**config.mk**
```make
export PLATFORM = sky130hd
export DESIGN_NAME = nv_ram_rwsp_80x16_pipe
export DESIGN_NICKNAME = d
export VERILOG_FILES = /design/src/rtl/nv_ram_rwsp_80x16_pipe.sv
export SDC_FILE = /design/constraint.sdc
export NUM_CORES = 1
export LEC_CHECK = 0
export CAP_MARGIN = 20
export CORE_AREA = 2 2 307 309
export CTS_CLUSTER_DIAMETER = 40
export DETAILED_ROUTE_END_ITERATION = 8
export DIE_AREA = 0 0 309 311
export PLACE_DENSITY = 0.7
export SKIP_CTS_REPAIR_TIMING = 1
export SKIP_LAST_GASP = 1
export SLEW_MARGIN = 20
export SYNTH_ARGS = -nofsm -noshare
export SYNTH_HDL_FRONTEND = slang
export SYNTH_SLANG_ARGS = --single-unit
```
**constraint.sdc**
```tcl
create_clock -name nvdla_core_clk_mgated -period 1.6 [get_ports nvdla_core_clk_mgated]
set_input_delay 0.32 -clock nvdla_core_clk_mgated [delete_from_list [all_inputs] [get_ports nvdla_core_clk_mgated]]
set_output_delay 0.32 -clock nvdla_core_clk_mgated [all_outputs]
set_load 0.02 [all_outputs]
```
**src/rtl/nv_ram_rwsp_80x16_pipe.sv**
```systemverilog
// nv_ram_rwsp_80x16_pipe: 80x16 register-file RAM, one write port, one read port, two-stage registered read.
module nv_ram_rwsp_80x16_pipe #(
  parameter logic FORCE_CONTENTION_ASSERTION_RESET_ACTIVE = 1'b0,
  parameter int   DEPTH = 80,
  parameter int   WIDTH = 16
) (
  input  logic             nvdla_core_clk_mgated,
  input  logic             nvdla_core_rstn,
  input  logic [31:0]      pwrbus_ram_pd,
  input  logic [6:0]       wa,
  input  logic             we,
  input  logic [WIDTH-1:0] di,
  input  logic [6:0]       ra,
  input  logic             re,
  input  logic             ore,
  output logic [WIDTH-1:0] dout
);
  localparam logic [6:0] DEPTH_A = 7'(DEPTH);
  logic [WIDTH-1:0] mem [0:DEPTH-1];
  logic [WIDTH-1:0] rd_q;
  logic             unused_pd;
  assign unused_pd = ^pwrbus_ram_pd;
  // Array is deliberately left unreset; stage 1 reads it before the write lands.
  always_ff @(posedge nvdla_core_clk_mgated)
    if (we && wa < DEPTH_A) mem[wa] <= di;
  always_ff @(posedge nvdla_core_clk_mgated or negedge nvdla_core_rstn)
    if (!nvdla_core_rstn) begin
      rd_q <= '0;
      dout <= '0;
    end else begin
      if (re) rd_q <= (ra < DEPTH_A) ? mem[ra] : '0;
      if (ore) dout <= rd_q;
    end
  always_ff @(posedge nvdla_core_clk_mgated)
    if (!FORCE_CONTENTION_ASSERTION_RESET_ACTIVE && nvdla_core_rstn)
      assert (!(we && re && wa == ra && wa < DEPTH_A))
        else $error("nv_ram_rwsp_80x16_pipe: write/read contention at address %0d", wa);
endmodule

```
==> Implementation_results.wiki <==
{| class="wikitable"
! Metric !! Value
|-
| Number of standard cells after synthesis || 2388
|-
| Adder and majority gate portion of the synthesized area || 0
|-
| Placeable core area || 92770 um2
|-
| Initial antenna violation count || 2
|-
| Int Power || 60640 uW
|-
| Post-synth top area share || 0.7591
|-
| Last weighted congestion value of the routability-driven placer || 0.9357
|-
| Clk buf depth || 3
|-
| Top-Level Pins || 83
|-
| Largest family of logic cells by synthesized area || multiplexers
|-
| EDFF count, synth || between 1000 and 1500
|-
| Worst-Skew Late Latency || 750 ps
|-
| Number of nets in the layout || 2876
|-
| Biggest area consumer among synthesized cells || sky130_fd_sc_hd__edfxtp_1
|-
| Worst path arrival time || roughly 2600 ps
|-
| Fillers || 5815
|-
| Share of total power in the clock network || 0.449
|-
| Run status || complete, but fails checks
|-
| Post-detailed-route via-to-cell ratio || between 6 and 7
|-
| P_leak || 0.02049 uW
|-
| Buf/Inv on CP || 3
|-
| Count of state elements after synthesis || 1312
|-
| Global route overflow || 0
|-
| Async set-or-reset flop fraction in the synthesized netlist || 0.02439
|-
| Final critical path time including I/O delays and setup || 1917 ps
|-
| Sum Neg Setup Slack || -3561 ps
|-
| Register share of total power || 0.491
|-
| Count of synthesis-stage warnings from yosys || 0
|-
| Final routed wirelength across all metal layers || 128700 um
|-
| Final worst slack || -316.8 ps
|-
| Seq/Total Area, Yosys || 0.7749
|-
| Setup-violating endpoint count in the final report || 28
|-
| Cell count of the worst hold path || 2
|-
| Most frequent cell on the critical path || sky130_fd_sc_hd__buf_4
|-
| Pin count of the biggest net entering global routing || 81
|-
| Clock transition at path regs || 60 ps
|-
| Critical R2R Launch || mem[19][7]
|-
| Vertical extent of the die || 311 um
|-
| Largest fanout on the critical path || 14
|-
| Flop2flop setup slack || -200 ps
|-
| Worst clock skew || 28.05 ps
|-
| Diodes inserted || 0
|-
| Startpoint of the most critical hold path || di[4]
|-
| Critical path launch point || ra[5]
|-
| Slowest cell on crit path || sky130_fd_sc_hd__clkdlybuf4s50_1
|-
| Net switching share of the total power || 0.2180
|-
| Delay-heaviest family, CP || buffers and inverters
|-
| Crit path capture type || flop
|-
| Detailed-placement wirelength estimate || between 70000 and 80000 um
|-
| Clock buffers created by TritonCTS || around 150
|-
| Worst Reg-to-Reg Cells || 4
|-
| Die area || 96100 um2
|-
| Antenna Violating Nets Remaining || 0
|-
| First-pass iteration count of the detailed router || 6
|-
| Initial standard-cell utilization of the core || 0.5458
|-
| Fraction of the mapped netlist area in simple logic gates || 0.02189
|-
| Area growth syn-to-layout || 22.65%
|-
| CTS Root Cell || sky130_fd_sc_hd__clkbuf_16
|-
| Startpoint types || primary input
|-
| Number of failing hold endpoints at the final stage || 0
|-
| Drt first-iter violations || 3480
|-
| Hold Path Class || primary input to flop
|-
| Synthesized area || 50640 um2
|-
| Power per standard cell area || 1249 nW/um2
|-
| Depth of the CTS H-tree || 4
|-
| Via count || 26137
|-
| Combinational power share || 0.059
|-
| Number of distinct standard cells referenced by the synthesized netlist || 41
|-
| Drt drc || 0
|-
| Min-Delay Endpoint || mem[17][4]
|-
| Share of the clock period used by the worst path || 1.198
|-
| Total count of max-transition violations in the final report || 0
|-
| Multiplexer share of the synthesized area || 0.1597
|-
| First-pass GRT wire length || 184800 um
|-
| Relative slew slack || 0.5199
|-
| Maximum operating frequency || 521.7 MHz
|-
| Synth Area in Compound Gates || 0.03012
|-
| RR Endpoint || rd_q[7]
|-
| Maximum cell stage delay along the critical path || between 600 and 700 ps
|-
| Clock tree from TritonCTS || yes
|-
| Failing checks || negative setup slack
|-
| Xor and xnor area share after synthesis || 0
|-
| Vias in the first global route || 26313
|-
| Predominant post-synthesis flop cell || sky130_fd_sc_hd__edfxtp_1
|-
| Die span in x || 309 um
|-
| Critical path required time || 2250 ps
|-
| Worst Path Class, Setup || primary input to flop
|-
| Cell with the most instances after synthesis || sky130_fd_sc_hd__edfxtp_1
|-
| Routed length per instance || approximately 31 um
|-
| Largest vdd supply drop || 1005 uV
|-
| Fraction of final layout cells sized beyond drive strength 1 || 0.3539
|-
| RSZ-0062 raised after global routing || yes
|-
| Post-synth net total || between 2000 and 2500
|-
| Non-filler cells, final || 4187
|-
| Tot GR Track Use || 0.2708
|-
| Number of clock sinks || 1312
|-
| Transition time at the pin with the least slew margin || 720.2 ps
|-
| Ranking of synthesized cells by area || sky130_fd_sc_hd__edfxtp_1 76%, sky130_fd_sc_hd__mux4_2 11%, sky130_fd_sc_hd__mux2i_1 3.7%, sky130_fd_sc_hd__dfrtp_1 1.6%, sky130_fd_sc_hd__mux2_2 1.3%
|-
| Number of maximum-capacitance constraint violations || 0
|-
| Most instantiated cells after synthesis || 1280 x sky130_fd_sc_hd__edfxtp_1, 246 x sky130_fd_sc_hd__mux4_2, 189 x sky130_fd_sc_hd__mux2i_1
|-
| Series of cell instances along the critical path || clkdlybuf4s50_1, buf_4, buf_4, o221ai_1, a21oi_1, nand2_2, a41oi_1
|-
| Count of standard-cell rows || 112
|-
| Cell count after placement || 3910
|-
| Number of port buffers || 50
|-
| Net switching power || 16910 uW
|-
| Synth Area per Inst || approximately 21 um2
|}
[stage by stage]
| step | cell area [um2] | power, uW | hold WS, ps | setup slack, ps | utilization |
|---|---|---|---|---|---|
| 3_5_place_dp | 56460 | 43180 | 329.0 | -1107 | 0.6086 |
| 2_1_floorplan | 50790 | 40700 | 24.41 | -415.0 | - |
| 6_report | 62110 | 77540 | 63.34 | -316.8 | 0.6695 |
| 5_1_grt | 62110 | 79450 | 79.54 | -282.5 | 0.6695 |
| 4_1_cts | 61590 | 77710 | -469.0 | -677.7 | 0.6639 |
| 3_3_place_gp | 56460 | 43110 | 320.2 | -1121 | 0.6086 |
[flip-flops by register name, summed over array words and instances (netlist names)]
register	count
dout	16
rd_q	16
mem	1280
[cell usage in the layout (no fill, tap or decap), types with 12 or more instances in the layout]
| cell | instances |
|---|---|
| sky130_fd_sc_hd__nor2b_1 | 27 |
| sky130_fd_sc_hd__mux2_2 | 58 |
| sky130_fd_sc_hd__dfrtp_1 | 25 |
| sky130_fd_sc_hd__nor2_1 | 62 |
| sky130_fd_sc_hd__clkinvlp_4 | 14 |
| sky130_fd_sc_hd__nand3_1 | 16 |
| sky130_fd_sc_hd__inv_6 | 15 |
| sky130_fd_sc_hd__a221oi_1 | 18 |
| sky130_fd_sc_hd__nor2_4 | 14 |
| sky130_fd_sc_hd__buf_6 | 21 |
| sky130_fd_sc_hd__buf_2 | 18 |
| sky130_fd_sc_hd__clkinv_4 | 12 |
| sky130_fd_sc_hd__mux2i_1 | 174 |
| sky130_fd_sc_hd__o22ai_1 | 12 |
| sky130_fd_sc_hd__a22oi_1 | 53 |
| sky130_fd_sc_hd__mux4_2 | 246 |
| sky130_fd_sc_hd__nand2_1 | 55 |
| sky130_fd_sc_hd__clkinv_2 | 13 |
| sky130_fd_sc_hd__clkbuf_16 | 157 |
| sky130_fd_sc_hd__clkinv_1 | 16 |
| sky130_fd_sc_hd__buf_12 | 137 |
| sky130_fd_sc_hd__nor2_2 | 22 |
| sky130_fd_sc_hd__buf_4 | 202 |
| sky130_fd_sc_hd__clkbuf_1 | 24 |
| sky130_fd_sc_hd__a21oi_1 | 30 |
| sky130_fd_sc_hd__edfxtp_1 | 1280 |
| sky130_fd_sc_hd__bufinv_16 | 16 |
[power by group through the flow]
stage | registers, uW | logic, uW | clock network, uW
floorplan | 38800 | 1920 | 0
finish | 38100 | 4590 | 34800
CTS | 38100 | 4420 | 35200
global route | 38100 | 4800 | 36600
detailed placement | 38800 | 4390 | 0
global placement | 38800 | 4320 | 0
[area by class of cell]
cell class                 count  area, um2  share of cell area
clock inverter                96       1114             0.01793
inverter                       2      7.507           0.0001209
tap                         1254       1569             0.02526
sequential                  1312      39250              0.6319
multi-input combinational    943      11340              0.1825
timing repair buffer         398       4813             0.07750
clock buffer                 182       4021             0.06475
[worst max path at each step]
stage / to / slack [ps] / cells after the start
floorplan: mem[12][0] / -410 / 5
global placement: rd_q[2] / -1120 / 7
detailed placement: rd_q[2] / -1110 / 7
CTS: dout[0] / -680 / 1
global route: rd_q[11] / -280 / 6
finish: rd_q[7] / -320 / 7
[layer usage]
layer  wire length, um  part of all wire  global-route usage
met1             50530              0.39              0.3869
met2             62240              0.48              0.4193
met3             12280             0.095             0.06089
met4              3616             0.028             0.08815
met5                 0                 0                   0
[kinds of logic after synthesis]
group	after synthesis
multiplexers	493
AND/OR/NAND/NOR	243
AO/OA/AOI/OAI	207
buffers and inverters	133
flip-flops	1312
(Power assumes the default switching activity.)
